`config.mk`:
```
export PLATFORM = sky130hd
export DESIGN_NAME = glide_sequencer
export DESIGN_NICKNAME = d
export VERILOG_FILES = /design/src/rtl/glide_sequencer.sv
export SDC_FILE = /design/constraint.sdc
export NUM_CORES = 1
export LEC_CHECK = 0
export BUFFER_PORTS_ARGS = -buffer_cell sky130_fd_sc_hd__buf_2
export CORE_MARGIN = 2
export CORE_UTILIZATION = 59
export DETAILED_ROUTE_END_ITERATION = 10
export PLACE_DENSITY = 0.79
export SYNTH_ARGS = -nofsm -noshare
export SYNTH_HDL_FRONTEND = slang
export SYNTH_SLANG_ARGS = --single-unit
```
`constraint.sdc`:
```
create_clock -name clk -period 3.4 [get_ports clk]
set_input_delay 0.34 -clock clk [delete_from_list [all_inputs] [get_ports clk]]
set_output_delay 0.34 -clock clk [all_outputs]
set_load 0.01 [all_outputs]
```
`src/rtl/glide_sequencer.sv`:
```
// Timed glide command FIFO + sequencer feeding the lerper's target/speed inputs.
// Optional internal tick prescaler enabled by defining GLIDE_SEQ_TICKDIV_EN.
module glide_sequencer #(
  parameter int unsigned SIGNAL_WIDTH = 16,
  parameter int unsigned DEPTH        = 4,
  parameter int unsigned DUR_WIDTH    = 16,
  parameter int unsigned TICK_DIV     = 1000
) (
  input  logic                       clk,
  input  logic                       rst,
  input  logic                       i_valid,
  output logic                       o_ready,
  input  logic [SIGNAL_WIDTH-1:0]    i_target,
  input  logic [15:0]                i_speed,
  input  logic [DUR_WIDTH-1:0]       i_duration,
  input  logic                       i_tick,
  input  logic                       i_flush,
  output logic [SIGNAL_WIDTH-1:0]    o_signal,
  output logic [15:0]                o_speed,
  output logic                       o_busy,
  output logic [$clog2(DEPTH):0]     o_level,
  output logic                       o_underrun
);

  localparam int unsigned PW = $clog2(DEPTH);
  localparam int unsigned LW = PW + 1;

  typedef enum logic [1:0] {
    S_IDLE,
    S_LOAD,
    S_HOLD
  } state_e;

  state_e state_q;

  logic [SIGNAL_WIDTH-1:0] tgt_mem_q [DEPTH];
  logic [15:0]             spd_mem_q [DEPTH];
  logic [DUR_WIDTH-1:0]    dur_mem_q [DEPTH];

  logic [PW-1:0]           wr_ptr_q, wr_ptr_d;
  logic [PW-1:0]           rd_ptr_q, rd_ptr_d;
  logic [LW-1:0]           level_q, level_d;
  logic [SIGNAL_WIDTH-1:0] signal_q;
  logic [15:0]             speed_q;
  logic [DUR_WIDTH-1:0]    cnt_q;
  logic                    underrun_q;

  logic push;
  logic pop;
  logic tick;

`ifdef GLIDE_SEQ_TICKDIV_EN
  localparam int unsigned PSW = (TICK_DIV > 1) ? $clog2(TICK_DIV) : 1;

  logic [PSW-1:0] presc_q, presc_d;
  logic           unused_tick;

  assign unused_tick = i_tick;
  assign tick        = (presc_q == PSW'(TICK_DIV - 1));

  always_comb begin
    presc_d = presc_q + PSW'(1);
    if (i_flush || tick) presc_d = '0;
  end

  always_ff @(posedge clk or posedge rst) begin
    if (rst) presc_q <= '0;
    else     presc_q <= presc_d;
  end
`else
  logic unused_cfg;

  assign unused_cfg = (TICK_DIV != 0);
  assign tick       = i_tick;
`endif

  assign o_ready    = (level_q != LW'(DEPTH));
  assign o_level    = level_q;
  assign o_signal   = signal_q;
  assign o_speed    = speed_q;
  assign o_busy     = (state_q != S_IDLE);
  assign o_underrun = underrun_q;

  // Flush suppresses both handshakes so it cleanly dominates any same-cycle push/pop.
  assign push = i_valid && o_ready && !i_flush;
  assign pop  = (state_q == S_LOAD) && !i_flush;

  always_comb begin
    wr_ptr_d = wr_ptr_q;
    rd_ptr_d = rd_ptr_q;
    level_d  = level_q;
    if (i_flush) begin
      wr_ptr_d = '0;
      rd_ptr_d = '0;
      level_d  = '0;
    end else begin
      if (push) wr_ptr_d = wr_ptr_q + PW'(1);
      if (pop)  rd_ptr_d = rd_ptr_q + PW'(1);
      unique case ({push, pop})
        2'b10:   level_d = level_q + LW'(1);
        2'b01:   level_d = level_q - LW'(1);
        default: level_d = level_q;
      endcase
    end
  end

  always_ff @(posedge clk or posedge rst) begin
    if (rst) begin
      wr_ptr_q <= '0;
      rd_ptr_q <= '0;
      level_q  <= '0;
    end else begin
      wr_ptr_q <= wr_ptr_d;
      rd_ptr_q <= rd_ptr_d;
      level_q  <= level_d;
    end
  end

  always_ff @(posedge clk) begin
    if (push) begin
      tgt_mem_q[wr_ptr_q] <= i_target;
      spd_mem_q[wr_ptr_q] <= i_speed;
      dur_mem_q[wr_ptr_q] <= i_duration;
    end
  end

  always_ff @(posedge clk or posedge rst) begin
    if (rst) begin
      state_q    <= S_IDLE;
      signal_q   <= '0;
      speed_q    <= '0;
      cnt_q      <= '0;
      underrun_q <= 1'b0;
    end else begin
      underrun_q <= 1'b0;
      if (i_flush) begin
        state_q <= S_IDLE;
        cnt_q   <= '0;
      end else begin
        unique case (state_q)
          S_IDLE: begin
            if (level_q != '0) state_q <= S_LOAD;
          end
          S_LOAD: begin
            signal_q <= tgt_mem_q[rd_ptr_q];
            speed_q  <= spd_mem_q[rd_ptr_q];
            cnt_q    <= dur_mem_q[rd_ptr_q];
            // Zero-length commands chain straight on if anything remains behind the popped head.
            if (dur_mem_q[rd_ptr_q] != '0)  state_q <= S_HOLD;
            else if (level_q > LW'(1))      state_q <= S_LOAD;
            else                            state_q <= S_IDLE;
          end
          S_HOLD: begin
            if (tick) begin
              if (cnt_q == DUR_WIDTH'(1)) begin
                cnt_q <= '0;
                if (level_q != '0) begin
                  state_q <= S_LOAD;
                end else begin
                  state_q    <= S_IDLE;
                  underrun_q <= 1'b1;
                end
              end else begin
                cnt_q <= cnt_q - DUR_WIDTH'(1);
              end
            end
          end
          default: state_q <= S_IDLE;
        endcase
      end
    end
  end

endmodule

```
Yosys cells after proc, flatten, opt, wreduce, memory -nomap -nowiden

Memory sizes are Yosys's and may differ from the RTL's. A register that Yosys moved wholly into a read port is not among the register bits.
Cells that the tools add are included.

Bits in registers: 26
Bits in writable memories: 192
Input bits: 53
Output and inout port bits: 38
Logic and storage cells: 65
Memories: 3

Memory list:

| memory    | words | bits a word | read ports | clocked after memory_dff | wr ports | line | source |
|---|---|---|---|---|---|---|---|
| dur_mem_q | 4     | 16          | 1          | 0                        | 1        | 38   | `logic [DUR_WIDTH-1:0] dur_mem_q [DEPTH];` |
| spd_mem_q | 4     | 16          | 1          | 1                        | 1        | 37   | `logic [15:0] spd_mem_q [DEPTH];` |
| tgt_mem_q | 4     | 16          | 1          | 1                        | 1        | 36   | `logic [SIGNAL_WIDTH-1:0] tgt_mem_q [DEPTH];` |

Add/subtract/negate cells: 5
Magnitude comparators: 1
Equal/unequal tests: 9
Muxes and demuxes: 25
Bitwise operators: 1
Reduce and logical (&&, ||, !) cells: 15

Operator list:

| operator                                                                         | number |
|---|---|
| 16-bit 2-to-1 mux                                                                | 3 |
| 16-bit one-hot mux with 2 select lines                                           | 1 |
| 2-bit 2-to-1 mux                                                                 | 9 |
| 16-bit by 1-bit == test with 1-bit output (second input constant)                | 1 |
| 16-bit nonzero test                                                              | 1 |
| 16-bit by 1-bit subtractor with 16-bit output (second input constant)            | 1 |
| 3-bit != test (second input constant)                                            | 4 |
| 1-bit 2-to-1 mux                                                                 | 9 |
| 3-bit nonzero test                                                               | 3 |
| 2-bit one-hot mux with 3 select lines                                            | 1 |
| 3-bit one-hot mux with 2 select lines                                            | 1 |
| 2-bit nonzero test                                                               | 3 |
| 2-bit by 1-bit adder with 2-bit output (second input constant)                   | 2 |
| 2-bit by 1-bit == test with 1-bit output (second input constant)                 | 2 |
| 2-bit == test (second input constant)                                            | 2 |
| 2-bit AND reduction                                                              | 2 |
| 3-bit by 1-bit adder with 3-bit output (second input constant)                   | 1 |
| 3-bit by 1-bit greater-than comparator with 1-bit output (second input constant) | 1 |
| 1-bit logical AND                                                                | 3 |
| 3-bit 2-to-1 mux                                                                 | 1 |
| 3-bit AND reduction                                                              | 1 |
| 3-bit by 1-bit subtractor with 3-bit output (second input constant)              | 1 |
| 2-bit logical NOT                                                                | 1 |
| 1-bit logical NOT                                                                | 1 |
| 1-bit NOT                                                                        | 1 |

Depth between registers and ports, before layout

Gate-level depths: netlist (run 1).

Word-level depth: 6
Mapped depth: 8
Gate-level depth less buffers: 7

Worst setup path after synthesis (run 1)

No wires, ideal clock.

Path kind: register -> register
Start: register level_q[0], in the netlist o_level[0]
End: memory dur_mem_q[0][0] (enable)
Library setup time: 0.411 ns
Arrival: 2.488 ns
Data required time: 2.989 ns
Slack: 0.502 ns
Stages on the path, launching flop included: 7
Buffers on the path: 1
Period minus slack after synthesis: 2.898 ns
Cell sequence: dfrtp_1 inv_1 ha_1 a21bo_2 clkbuf_1 nor2_1 and2_1

Word-level cells in the longest chain between the ends: 5

Ends and longest elaborated chain:

| what                                   | line | source |
|---|---|---|
| start: declaration                     | 42   | `logic [LW-1:0] level_q, level_d;` |
| start signal: assignment               | 115  | `level_q <= level_d;` |
| 3-bit != test                          | 77   | `assign o_ready = (level_q != LW'(DEPTH));` |
| 1-bit logical AND (2 in series)        | 85   | `assign push = i_valid && o_ready && !i_flush;` |
| 1-bit 2-to-1 mux                       | 120  | `if (push) begin` |
| 1-bit 2-to-1 mux (not written as such) | 123  | `dur_mem_q[wr_ptr_q] <= i_duration;` |
| end: declaration                       | 38   |  |

Every way passes these cells.

Final worst setup path (run 1)

Start: register level_q[0], in the netlist o_level[0]
End: memory spd_mem_q[0][12] (enable)

Word-level cells in the longest chain between the ends: 5

Ends and longest elaborated chain:

| what                                   | line | source |
|---|---|---|
| 3-bit != test                          | 77   |  |
| 1-bit logical AND (2 in series)        | 85   |  |
| 1-bit 2-to-1 mux                       | 120  |  |
| 1-bit 2-to-1 mux (not written as such) | 122  | `spd_mem_q[wr_ptr_q] <= i_speed;` |
| end: declaration                       | 37   |  |

Every way passes these cells.

==> results.md, run 1 <==
* Setup_tns at 0 ns
* Final net count at 688
* Worst path cell trace: inv_1 -> ha_1 -> a21bo_2 -> nor2_1 -> and2_2 -> buf_4
* Die X at 133 µm
* Measured slew at the worst slew-check pin at 1.04 ns
* Crit path time final at 2.57 ns
* Crit path DAT at 2.79 ns
* Top post-synthesis cells by area: edfxtp_1, dfrtp_1, mux4_2
* Critical path's slowest cell: and2_2
* Final HPWL DP at 11800 µm
* Vias after detailed routing at 5255
* Fillcell total at 999
* DP Worst Slack at 0.817 ns
* Setup-failing EPs final at 0
* Final WL at 19300 µm
* Dpl cells at 817
* Critical path startpoint category: flop
* TritonCTS Buffers at 25
* Slew HR at 30.2%
* DRC Markers at 0
* Clock skew after layout at 0.00802 ns
* Mapped Cells at 520
* Total track usage at 22.5%
* RSZ-0062 raised after global routing: no
* First-pass GRT wire length at 30400 µm
* Post-synth cell types at 42
* HP Class: in2reg
* Syn Area/Cell at 18.9 µm²
* Post-CTS setup repair buffer count at 0
* Top delay family on crit path: simple AND/OR/NAND/NOR gates
* Initial Util at 59.7%
* Drt via density at 6.05
* Status: finished clean
* Final Util at 69.5%
* Ys Warns at 0
* Bufs and invs on worst path at 2
* Sequential area share after synthesis at 73.6%
* Critical path capture point type: flop
* # clock sinks at 250
* Layout area overhead at 16.3%
* WL per Instance at 22.2 µm
* CP Max Fanout at 25
* Die H at 133 µm
* H-tree depth at 1
* Detail Route Antenna Nets at 0
* Post-synthesis net count at 583
* Cell type with the largest total area after synthesis: edfxtp_1
* Grt total ovfl at 0
* Root Buffer Master: clkbuf_16
* FP Rows at 47
* Setup ws final at 0.832 ns
* Lkg Pwr at 4.06 nW
* Worst Path Required at 3.62 ns
* Crit path largest cell delay at 0.63 ns
* Synth Register Bits at 250
* Crit path kind: reg2reg
* 1st-pass router iterations at 5
* GP Congestion at 0.871
* Clock Pin Slew Worst Setup and Hold Paths at 0.06 ns
* Top-area cell type share of the netlist area at 58.8%
* Slew Viols, Final at 0
* Most common cell after layout, fill and taps aside: edfxtp_1
* Starting DRC count in detailed routing at 461
* Final period util at 75.5%
* CTS tree: yes
* Final hold violations at 0
* Mapped Area at 0.00980 mm²
* Count of maximum capacitance violations at 0
* Layout cell share with drive strength beyond 1 at 35.9%
* Max VDD drop at 0.562 mV
* Vias in the first global route at 5481
* Finished Layout Cells at 868
* Power per standard cell area at 798 mW/mm²
* CORE AREA at 0.0164 mm²
* Port Buffer Count at 90
* Initial antenna violation count at 4
* Buffer depth of the longest clock path at 3
* Die area at 0.0177 mm²
* Pin count of the biggest net entering global routing at 34
* Total power at 9.09 mW
* Later-pin clock latency in the skew report at 0.53 ns
* Max Clock Freq at 389 MHz
* Most frequent cells in the layout: edfxtp_1, buf_2, dfrtp_1
* Ports at 91
stage by stage:
step / area, µm² / hold slack, ns
final: 11400 / 0.0213
after global routing: 11400 / 0.0118
after CTS: 11400 / 0.00142
after detailed placement: 10500 / 0.491
after global placement: 10500 / 0.484
after floorplan: 9800 / 0.439
logic make-up (layout without fill, tap and decap cells):
group,count (synthesis),in the layout,share of synthesized area (%)
adders and majority gates,11,11,1.38
other,0,4,0
xor gates and xnor gates,11,11,0.983
AOI/OAI and AO/OA,54,54,3.65
muxes,80,80,14.7
and+or+nand+nor,78,78,4.06
DFF,250,250,73.6
buffers and inverters,36,160,1.61
worst reg2reg max path, cell delays in order, from the launching register on:
cell     delay, ns
dfrtp_1       0.43
inv_1         0.11
ha_1          0.24
a21bo_2       0.29
nor2_1        0.21
and2_2        0.63
buf_4         0.36
synthesized netlist by cell type:
cell,instances
a32oi_1,1
a211oi_2,1
xor2_1,4
buf_2,6
edfxtp_1,192
dfrtp_1,58
mux4_2,48
o41ai_1,1
nor3_1,8
a21oi_1,11
nor4_2,1
maj3_1,1
ha_1,10
a21o_1,2
o21a_1,1
o211ai_1,3
mux2_2,32
nand2b_1,2
buf_6,2
nand4_1,3
o21ai_0,11
nand3_1,7
a22oi_1,7
buf_1,3
a21bo_2,1
and4_1,2
or2_2,1
a211oi_1,1
o31a_1,2
inv_1,11
o2bb2ai_1,2
nor2_1,19
a221oi_1,1
nor4_1,10
clkbuf_1,14
xnor2_1,7
nor4b_1,2
and2_1,4
o22ai_1,7
o31ai_1,2
nand2_1,16
nor2b_1,3
where the power goes:
group	switching, mW	total, mW	leakage, nW	internal, mW
Combinational	1.14	2.24	1.18	1.10
Clock	1.12	2.76	0.413	1.63
Sequential	0.366	4.10	2.47	3.73
worst paths after layout:
check                               from                to  slack (ns)  depth (start not counted)
hold / removal             i_duration[4]   dur_mem_q[2][4]        0.02                          1
setup reg to reg              o_level[0]  spd_mem_q[0][12]        0.83                          6
min in group asynchronous            rst       o_signal[1]        0.52                          3
hold reg to reg              o_speed[10]       o_speed[10]        0.50                          1
setup / recovery              o_level[0]  spd_mem_q[0][12]        0.83                          6
max in group asynchronous            rst       rd_ptr_q[0]        1.97                          4
repair_timing:
item / in CTS / in global routing
hold endpoints to repair: 16 / 0
gates resized for setup: 0 / 0
hold buffers: 1 / 0
registers in the layout, indices dropped and copies added (netlist names):
| signal | flops |
|---|---|
| o_speed | 16 |
| cnt_q | 16 |
| rd_ptr_q | 2 |
| spd_mem_q | 64 |
| state_q | 2 |
| tgt_mem_q | 64 |
| o_signal | 16 |
| o_underrun | 1 |
| dur_mem_q | 64 |
| o_level | 3 |
| wr_ptr_q | 2 |
per-layer routing:
layer / global-route usage [%] / wire [µm] / up-vias
met2: 36.3 / 9700 / 207
li1: - / - / 2290
met5: 0 / 0 / -
met3: 6.48 / 1440 / 32
met4: 7.29 / 479 / 0
met1: 30.1 / 7660 / 2726
cell type report:
type,instances,area [µm²],area share (%)
sequential,250,7220,63.3
multi-input combinational,234,2440,21.4
clock buffer,30,664,5.83
timing repair buffer,103,576,5.05
tap,220,275,2.41
clock inverter,16,173,1.51
inverter,11,41.3,0.362
antenna,4,10.0,0.0878
Note: power is estimated with default switching activity, not from simulation.
==> run 2: changes to the inputs <==
CORE_UTILIZATION = 53   (was 59)
PLACE_DENSITY = 0.75   (was 0.79)
clock period = 2.35 ns   (was 3.4 ns; I/O delays follow)
==> results.md, run 2 (synthesis results as in run 1) <==
* Setup_tns at 0 ns (unchanged)
* Buffer depth of the longest clock path at 3 (unchanged)
* Max VDD drop at 0.798 mV (+42%)
* Slew Viols, Final at 0 (unchanged)
* FP Rows at 49 (+4.3%)
* Most common cell after layout, fill and taps aside: edfxtp_1
* WL per Instance at 21.4 µm (-3.5%)
* # clock sinks at 250 (unchanged)
* 1st-pass router iterations at 8 (+3)
* Most frequent cells in the layout: edfxtp_1, buf_2, dfrtp_1
* Worst Path Required at 2.77 ns (-0.85 ns)
* HP Class: in2reg
* Clock Pin Slew Worst Setup and Hold Paths at 0.06 ns (about the same)
* DRC Markers at 4 (+4)
* Crit path largest cell delay at 0.57 ns (-0.06 ns)
* Power per standard cell area at 1110 mW/mm² (+39%)
* Placed cell area at 0.0107 mm² (+1.4%)
* DP Worst Slack at 0.148 ns (-0.668 ns)
* Setup ws final at 0.142 ns (-0.691 ns)
* Status: finished, violations left
* CP Max Fanout at 12 (-52%)
* Die X at 140 µm (+5.3%)
* Final hold violations at 0 (unchanged)
* Initial antenna violation count at 0 (-4)
* Crit path DAT at 2.62 ns (-0.17 ns)
* Setup-failing EPs final at 0 (unchanged)
* Initial Util at 54.2% (-5.5 points)
* Total track usage at 21.2% (-1.3 points)
* H-tree depth at 1 (unchanged)
* Final net count at 750 (+9.0%)
* Final Util at 66.6% (-2.9 points)
* CORE AREA at 0.0181 mm² (+10%)
* Final HPWL DP at 11900 µm (+0.63%)
* Worst r2r path cells at 6 (unchanged)
* Critical path startpoint category: flop
* GP Congestion at 0.935 (+7.3%)
* Die area at 0.0196 mm² (+11%)
* Post-CTS setup repair buffer count at 0 (unchanged)
* Failing checks: DRC
* Vias in the first global route at 5845 (+6.6%)
* Root Buffer Master: clkbuf_16
* Layout area overhead at 22.9%
* Max Clock Freq at 453 MHz (+16%)
* Later-pin clock latency in the skew report at 0.53 ns (about the same)
* First-pass GRT wire length at 32200 µm (+6.0%)
* Clock skew after layout at 0.0130 ns (+0.00499 ns)
* Fillcell total at 1206 (+21%)
* Hold Crit Depth at 2 (+1)
* RSZ-0062 raised after global routing: no
* Port Buffer Count at 90 (unchanged)
* Total power at 13.4 mW (+47%)
* Regs by FF count: dur_mem_q: 64 flops, spd_mem_q: 64 flops, tgt_mem_q: 64 flops
* Worst path cell trace: buf_12 -> mux4_2 -> nor4_1 -> and4_1 -> nor2_1 -> o21a_1
* Crit path time final at 2.21 ns (-0.359 ns)
* Critical path capture point type: flop
* Ports at 91 (unchanged)
* Detail Route Antenna Nets at 0 (unchanged)
* Count of maximum capacitance violations at 0 (unchanged)
* Grt total ovfl at 0 (unchanged)
* Drt via density at 5.85 (-3.4%)
* Lkg Pwr at 4.34 nW (+7.0%)
* Slew HR at 65.4% (+35 points)
* Die H at 140 µm (+5.3%)
* Diode count at 0 (-4)
* CTS tree: yes
* Layout cell share with drive strength beyond 1 at 35.1% (-0.79 points)
* Pin count of the biggest net entering global routing at 49 (+44%)
* Vias after detailed routing at 5476 (+4.2%)
* Crit path kind: reg2reg
* Measured slew at the worst slew-check pin at 0.517 ns (-0.527 ns)
* Layout Cell Area excl Fill at 0.0120 mm² (+5.7%)
* TritonCTS Buffers at 26 (+4.0%)
* Final period util at 94.0% (+18 points)
* Final WL at 20100 µm (+4.1%)
* Starting DRC count in detailed routing at 490 (+6.3%)
* Critical path's slowest cell: dfrtp_4
run 2: layer usage:
metal  vias to the layer above  share of wire [%]  track usage, %
met5                         -                  0               0
met1                      2826                 41            29.4
met4                         0                1.8            4.78
li1                       2408                  -               -
met3                        31                6.8            4.14
met2                       211                 50            35.5
run 2: power by group:
group	leakage [nW]	internal, mW	switching [mW]
Sequential	2.47	5.40	0.472
Clock	0.419	2.30	1.66
Combinational	1.46	1.78	1.76
Total	4.34	9.48	3.89
run 2: worst paths after layout:
kind	startpoint	endpoint	slack (ns)
min in group asynchronous	rst	o_speed[0]	0.25
worst max register to register	rd_ptr_q[0]	state_q[1]	0.14
max in group asynchronous	rst	o_speed[12]	1.35
worst min register to register	o_signal[7]	o_signal[7]	0.50
worst max-delay path	rd_ptr_q[0]	state_q[1]	0.14
worst min-delay path	i_flush	o_level[2]	0.13
run 2: final cells by class:
class,count,area (µm²),area share (%)
inverters,11,41.3,0.343
flip-flops and latches,250,7220,59.9
clock inverters,12,119,0.987
multi-input cells,234,2440,20.3
clock buffers,36,728,6.04
repair buffers,164,1210,10.0
well taps,229,287,2.38
run 2: timing repair:
action                     in CTS  in global routing
hold endpoints to repair      208                  0
gates resized for setup         0                  1
setup endpoints to repair       0                  3
hold buffers                   51                  0
run 2: critical path: cells and delay by family, from the launching register on:
kind / cells / cell delay [ns]
and+or+nand+nor: 3 / 0.60
AOI/OAI and AO/OA: 1 / 0.16
DFF: 1 / 0.57
muxes: 1 / 0.57
buffers and inverters: 1 / 0.19
run 2: per-stage QoR:
step | instances | hold slack (ns)
after global placement | 837 | 0.249
after global routing | 936 | 0.133
after floorplan | 520 | 0.334
after detailed placement | 837 | 0.257
after CTS | 936 | 0.111
final | 936 | 0.125
